<file path="src/rtl/seq_pkg.sv">
// ============================================================================
//  seq_pkg
//  Shared constants for the microstore next-state sequencer.
//  Revision: 1.0
// ============================================================================
`default_nettype none

package seq_pkg;

  typedef enum logic [2:0] {
    NS_DECODE = 3'b000,
    NS_FETCH  = 3'b001,
    NS_JUMP   = 3'b010,
    NS_INC    = 3'b011,
    NS_CBR    = 3'b100,
    NS_CWAIT  = 3'b101,
    NS_CDEC   = 3'b110,
    NS_HALT   = 3'b111
  } ns_ctrl_e;

  localparam logic [1:0] COND_MOC   = 2'd0;
  localparam logic [1:0] COND_BR    = 2'd1;
  localparam logic [1:0] COND_TRAP  = 2'd2;
  localparam logic [1:0] COND_ANNUL = 2'd3;

  localparam logic [7:0] DEFAULT_RESET_STATE = 8'd0;
  localparam logic [7:0] DEFAULT_FETCH_STATE = 8'd1;
  localparam logic [7:0] DEFAULT_TRAP_STATE  = 8'd240;

endpackage

`default_nettype wire

</file>
<file path="src/rtl/cond_mux.sv">
// ============================================================================
//  cond_mux
//  Selects one condition source and applies the microinstruction inversion.
//  Revision: 1.0
// ============================================================================
`default_nettype none

module cond_mux
  import seq_pkg::*;
(
  input  logic       inv,
  input  logic [1:0] cond_sel,
  input  logic [3:0] cond_in,
  output logic       cond_out
);

  logic selected;

  always_comb begin
    selected = 1'b0;
    unique case (cond_sel)
      COND_MOC:   selected = cond_in[COND_MOC];
      COND_BR:    selected = cond_in[COND_BR];
      COND_TRAP:  selected = cond_in[COND_TRAP];
      COND_ANNUL: selected = cond_in[COND_ANNUL];
      default:    selected = 1'b0;
    endcase
  end

  assign cond_out = selected ^ inv;

endmodule

`default_nettype wire

</file>
<file path="src/rtl/microstore_sequencer.sv">
// ============================================================================
//  microstore_sequencer
//  Next microstore address sequencer; optional CWAIT watchdog via SEQ_TIMEOUT_EN.
//  Revision: 1.0
// ============================================================================
`default_nettype none

module microstore_sequencer
  import seq_pkg::*;
#(
  parameter int               ADDR_W      = 8,
  parameter logic [ADDR_W-1:0] RESET_STATE = ADDR_W'(DEFAULT_RESET_STATE),
  parameter logic [ADDR_W-1:0] FETCH_STATE = ADDR_W'(DEFAULT_FETCH_STATE),
  parameter logic [ADDR_W-1:0] TRAP_STATE  = ADDR_W'(DEFAULT_TRAP_STATE),
  parameter int               TIMEOUT_CYC = 16
) (
  input  logic              clk,
  input  logic              reset,
  input  logic [2:0]        n_ctrl,
  input  logic              inv,
  input  logic [1:0]        cond_sel,
  input  logic [3:0]        cond_in,
  input  logic [ADDR_W-1:0] cr_addr,
  input  logic [ADDR_W-1:0] enc_addr,
  output logic [ADDR_W-1:0] state,
  output logic              cond_out,
  output logic              stall,
  output logic              timeout
);

  logic              c;
  logic [ADDR_W-1:0] state_inc;
  logic [ADDR_W-1:0] next_state;

  cond_mux u_cond_mux (
    .inv      (inv),
    .cond_sel (cond_sel),
    .cond_in  (cond_in),
    .cond_out (c)
  );

  assign cond_out  = c;
  assign state_inc = state + ADDR_W'(1);
  assign stall     = (ns_ctrl_e'(n_ctrl) == NS_CWAIT) && !c;

  always_comb begin
    next_state = state;
    unique case (ns_ctrl_e'(n_ctrl))
      NS_DECODE: next_state = enc_addr;
      NS_FETCH:  next_state = FETCH_STATE;
      NS_JUMP:   next_state = cr_addr;
      NS_INC:    next_state = state_inc;
      NS_CBR:    next_state = c ? cr_addr : state_inc;
      NS_CWAIT:  next_state = c ? state_inc : state;
      NS_CDEC:   next_state = c ? enc_addr : state_inc;
      NS_HALT:   next_state = state;
      default:   next_state = state;
    endcase
  end

`ifdef SEQ_TIMEOUT_EN
  logic [7:0] wd_cnt;
  logic       wd_fire;

  // Fires on the edge that would complete TIMEOUT_CYC consecutive stalls;
  // a condition arriving on that edge clears stall and so wins.
  assign wd_fire = stall && (wd_cnt == 8'(TIMEOUT_CYC - 1));

  always_ff @(posedge clk) begin
    if (reset) begin
      state   <= RESET_STATE;
      timeout <= 1'b0;
      wd_cnt  <= 8'd0;
    end else if (wd_fire) begin
      state   <= TRAP_STATE;
      timeout <= 1'b1;
      wd_cnt  <= 8'd0;
    end else begin
      state   <= next_state;
      timeout <= 1'b0;
      wd_cnt  <= stall ? wd_cnt + 8'd1 : 8'd0;
    end
  end
`else
  logic unused_cfg;
  assign unused_cfg = ^{TRAP_STATE, 32'(TIMEOUT_CYC)};
  assign timeout    = 1'b0;

  always_ff @(posedge clk) begin
    if (reset) begin
      state <= RESET_STATE;
    end else begin
      state <= next_state;
    end
  end
`endif

endmodule

`default_nettype wire
</file>
<file path="config.mk">
export PLATFORM = sky130hd
export DESIGN_NAME = microstore_sequencer
export DESIGN_NICKNAME = d
export VERILOG_FILES = /design/src/rtl/seq_pkg.sv /design/src/rtl/cond_mux.sv /design/src/rtl/microstore_sequencer.sv
export SDC_FILE = /design/constraint.sdc
export NUM_CORES = 1
export LEC_CHECK = 0
export ABC_AREA = 1
export CAP_MARGIN = 20
export CORE_ASPECT_RATIO = 1.2
export CORE_MARGIN = 2
export CORE_UTILIZATION = 23
export DETAILED_ROUTE_END_ITERATION = 7
export GPL_ROUTABILITY_DRIVEN = 0
export HOLD_SLACK_MARGIN = 0.03
export SLEW_MARGIN = 20
export SYNTH_ARGS = -nofsm -noshare
export SYNTH_HDL_FRONTEND = slang
export SYNTH_SLANG_ARGS = --single-unit
</file>
<file path="constraint.sdc">
create_clock -name clk -period 1.4 [get_ports clk]
set_clock_uncertainty 0.1 [all_clocks]
set_input_delay 0.28 -clock clk [delete_from_list [all_inputs] [get_ports clk]]
set_output_delay 0.28 -clock clk [all_outputs]
set_load 0.1 [all_outputs]
</file>
# After elaboration in Yosys (flattened, before gate mapping)

Index checks and enable logic that the tools add are counted.

Register bits: 8
Input bits: 28
Output and inout bits: 11

Add/subtract/negate cells: 1
Equality and inequality tests: 11
Muxes and demuxes: 5
Bitwise gates (word level): 2
Reductions and logical operators: 5

Operator list:

| cell                | count |
|---|---|
| $pmux 8 s7          | 1 |
| $mux 8              | 3 |
| $eq 3x3->1 const B  | 4 |
| $add 8x1->8 const B | 1 |
| $eq 3x2->1 const B  | 2 |
| $eq 2x2->1 const B  | 2 |
| $pmux 1 s4          | 1 |
| $eq 3x1->1 const B  | 1 |
| $logic_not 3->1     | 1 |
| $eq 2x1->1 const B  | 1 |
| $logic_not 2->1     | 1 |
| $ne 2x2->1 const B  | 1 |
| $reduce_and 2->1    | 1 |
| $logic_and 1x1->1   | 1 |
| $logic_not 1->1     | 1 |
| $not 1->1           | 1 |
| $xor 1x1->1         | 1 |

# Logic depth before layout (Yosys ltp)

Depth in word-level cells: 5
Depth in mapped cells: 12

# Modules after synthesis

Synthesis repeated with hierarchy kept, for this count alone.

Cells, all modules: 140
Area total of the unflattened synthesis: 747.0 sq um

Modules (own cells, without submodules):

| module               | instances | cells an instance | area an instance (sq um) |
|---|---|---|---|
| microstore_sequencer | 1         | 127               | 689.4 |
| cond_mux             | 1         | 13                | 57.6 |

# Worst setup path before layout

Ideal clock, no wire load.

Path kind: in2out
Start: input cond_sel[0]
End: output stall
Arrival: 2168 ps
Setup slack: -1148 ps
Stages on the path: 7
Buffers on the path: 0
Cell sequence: inv_1 -> nand2_1 -> nand3_2 -> nand2_2 -> nand2_2 -> nand2_4 -> nor2_1

Word-level cells in the longest chain between the ends: 5
Elaborated cells between the ends (all ways): 8
Those cells by class: 3 x eq/ne; 1 x mux; 1 x bitwise; 3 x reduce/logical

RTL lines:

| element                            | RTL line                   | RTL |
|---|---|---|
| from (decl)                        | microstore_sequencer.sv:21 | `input logic [1:0] cond_sel,` |
| $eq 2x2->1 (tied with other cells) | cond_mux.sv:21             | `unique case (cond_sel)` |
| $pmux 1 s4 (*)                     | cond_mux.sv:21             |  |
| $xor 1x1->1 (*)                    | cond_mux.sv:30             | `assign cond_out = selected ^ inv;` |
| via cond_out                       | microstore_sequencer.sv:26 | `output logic cond_out,` |
| $logic_not 1->1 (*)                | microstore_sequencer.sv:44 | `assign stall = (ns_ctrl_e'(n_ctrl) == NS_CWAIT) && !c;` |
| $logic_and 1x1->1 (*)              | microstore_sequencer.sv:44 |  |
| to (decl)                          | microstore_sequencer.sv:27 | `output logic stall,` |

The timed path passes the listed nets; every way through them passes the cells marked *.

# Final worst setup path

Start: register state[1]
End: register state[6]

Word-level cells in the longest chain between the ends: 3
Elaborated cells between the ends (all ways): 5
Those cells by class: 1 x add/sub; 4 x mux

RTL lines:

| element                          | RTL line                                                                           | RTL |
|---|---|---|
| from (decl)                      | microstore_sequencer.sv:25                                                         | `output logic [ADDR_W-1:0] state,` |
| from (signal assigned)           | microstore_sequencer.sv:93                                                         | `state <= next_state;` |
| $add 8x1->8 (*)                  | microstore_sequencer.sv:43                                                         | `assign state_inc = state + ADDR_W'(1);` |
| $mux 8, on equally long branches | microstore_sequencer.sv:55, microstore_sequencer.sv:53, microstore_sequencer.sv:54 |  |
| $pmux 8 s7 (*)                   | microstore_sequencer.sv:48                                                         | `unique case (ns_ctrl_e'(n_ctrl))` |

Mark *: on every way between the ends. The rest lies on a longest branch, timed or not. The select of a mux whose other input is x is not followed.
A chain may end at the register's enable or synchronous reset.

==> flow_metrics.tcl <==
set metrics [dict create \
    power_density_mw_per_mm2 714 \
    period_minus_slack_ps 1540 \
    synth_area_um2 915 \
    die_h_um 73.1 \
    hp-class "reg -> reg" \
    start_util_pct 23.6 \
    p_leak_nw 1.00 \
    htreeDepth 1 \
    clk_pin_slew_ps 50 \
    seq_area_frac_synth_pct 17.5 \
    endpoint_kind "register" \
    antenna_left 0 \
    drc_errors 0 \
    met2_usage_pct 27.5 \
    drt_pre_antenna_iters 4 \
    failed_checks "setup timing" \
    largest_register "state" \
    clk_latency_ps 240 \
    ys_seq_elements 8 \
    clkSinkCount 8 \
    crit_path_start_kind "register" \
    nets 279 \
    grt_max_degree 8 \
    worstSetupStartpoint "state[1]" \
    antennaDiodeCount 0 \
    synth_top_cell_area_share_pct 23.4 \
    top_regs "state x8" \
    yosys_warnings 0 \
    maxCapViolCount 0 \
    worst_slack_ps -136 \
    outcome "complete, but fails checks" \
    num_vias 1301 \
    tns_ps -466 \
    critPathRequiredTime_ps 1430 \
    area_delta_synth_final_pct 124 \
    cts_buffers 3 \
    hold_buffers 0 \
    synthTopCellsByArea "nand2_1 23%, dfxtp_1 18%, inv_1 11%, nand3_1 9.3%, nor2_1 9.0%" \
    gr-usage-met3_pct 3.01 \
    synth_largest_area_cell "nand2_1" \
    timing.final.max_slew_violations 0 \
    rr_worst_depth 10 \
    clk_path_buf_depth 2 \
    path_max_fanout 3 \
    ctsRootBufferMaster "clkbuf_8" \
    vias_per_cell 4.31 \
    grt_overflow 0 \
    io_pins 39 \
    dieWidth_um 61.6 \
    wl_per_cell_um 10.5 \
    endpoint "state[6]" \
    drive_above_1_share_pct 47.6 \
    die-area_mm2 0.00450 \
    grt_pass1_wl_mm 5.18 \
    r2r_slack_ps -140 \
    drt_iter0_drc 12 \
    rows 25 \
    place_ws_ps -772 \
    fmax_mhz 651 \
    dp_hpwl_mm 2.40 \
    core_mm2 0.00388 \
    syn_inst 169 \
    ir_worst_vdd_mv 0.540 \
    port_buffers 37 \
    ys_types 27 \
    rsz0062_at_grt "true" \
    grt_pass1_vias 1245 \
    fin_area_mm2 0.00205 \
    largest_reg_flops 8 \
    r2r_start "state[1]" \
    fin_crit_sh_pct 110 \
    antenna_found_initial 0 \
    place_area_mm2 0.00185 \
    r2r_end "state[6]" \
    hold_viol_final 0 \
    cp.arrival_ps 1560 \
    syn_area_per_cell_um2 5.41 \
    setup_viol 8 \
    grt_use_met1_pct 16.8 \
    fin_util_pct 52.9 \
    crit_type "reg -> reg" \
    cts_tree "built" \
    busiest_layer "met2" \
    grt_usage_pct 15.2 \
    wl_mm 3.17 \
    syn-num-nets 198 \
]
==> cell families (layout without fill, tap and decap cells) <==
kind of cell | count (synthesis) | after routing | synth area share (%)
AND/OR/NAND/NOR | 112 | 112 | 54.3
buffers and inverters | 30 | 109 | 13.5
AO/OA/AOI/OAI | 15 | 15 | 10.9
flip-flops | 8 | 8 | 17.5
XOR/XNOR | 2 | 2 | 1.92
adder cells (fa/ha/maj) | 1 | 1 | 1.37
other | 1 | 1 | 0.410
==> power by group <==
| part | leakage [nW] | internal (mW) | switching, mW |
|---|---|---|---|
| clock | 0.0216 | 0.188 | 0.106 |
| sequential | 0.0707 | 0.257 | 0.0427 |
| combinational | 0.912 | 0.382 | 0.489 |
| total | 1.00 | 0.828 | 0.638 |
==> metal layers <==
| layer | up-vias | wire [um] |
|---|---|---|
| met5 | - | 0 |
| met4 | 0 | 89 |
| met3 | 11 | 174 |
| met2 | 36 | 1700 |
| met1 | 569 | 1210 |
| li1 | 685 | - |
==> area by class of cell <==
type                       instances  area (um2)
clock buffer                       3        41.3
fill                             388        1830
inverter                          28         121
multi-input combinational        131         863
sequential                         8         185
tap                               54        67.6
timing repair buffer              78         772
==> through the flow <==
| stage | power [mW] | hold slack (ps) | std cells |
|---|---|---|---|
| 6_report | 1.47 | 395 | 302 |
| 5_1_grt | 1.55 | 405 | 302 |
| 3_3_place_gp | 1.11 | 390 | 292 |
| 2_1_floorplan | 0.750 | 239 | 169 |
| 3_5_place_dp | 1.12 | 391 | 292 |
| 4_1_cts | 1.43 | 396 | 298 |
==> how the worst min path moves through the flow <==
| stage | depth (start not counted) | slack (ps) | to | from |
|---|---|---|---|---|
| detailed placement | 2 | 390 | state[7] | state[7] |
| global route | 2 | 400 | state[7] | state[7] |
| floorplan | 1 | 240 | state[0] | reset |
| CTS | 2 | 400 | state[7] | state[7] |
| global placement | 2 | 390 | state[7] | state[7] |
| finish | 2 | 400 | state[7] | state[7] |
==> placed cells by master, fill, tap and decap left out, drive strengths merged <==
master and n:
ha 1, clkbuf 4, o211ai 1, buf 60, a21oi 7, nand4 2, or2 2, dfxtp 8
o21bai 1, clkdlybuf4s50 17, nor2 24, nand3 20, xor2 1, conb 1, inv 28, nand3b 1
xnor2 1, o21ai 6, nand2 61, nor3 2
==> worst max-delay path: stages (launching register included) <==
cell	delay [ps]
dfxtp_4	370
ha_4	150
nand2_4	60
nor2_4	100
nand2_2	70
xnor2_2	150
or2_4	220
nand2_1	60
nand2_1	40
nand2_1	50
a21oi_1	50
==> what timing repair did <==
item | 4_1_cts | 5_1_grt
resized for setup | 58 | 22
pin swaps | 21 | 14
endpoints found under the setup margin | 10 | 10
buffers inserted | 4 | 4
==> synth_stat cells, drive strengths merged <==
master and n:
a21oi 7, buf 2, conb 1, dfxtp 8, ha 1, inv 28
nand2 61, nand3 20, nand3b 1, nand4 2, nor2 24, nor3 2
o211ai 1, o21ai 6, o21bai 1, or2 2, xnor2 1, xor2 1
Note: power is estimated with default switching activity, not from simulation.
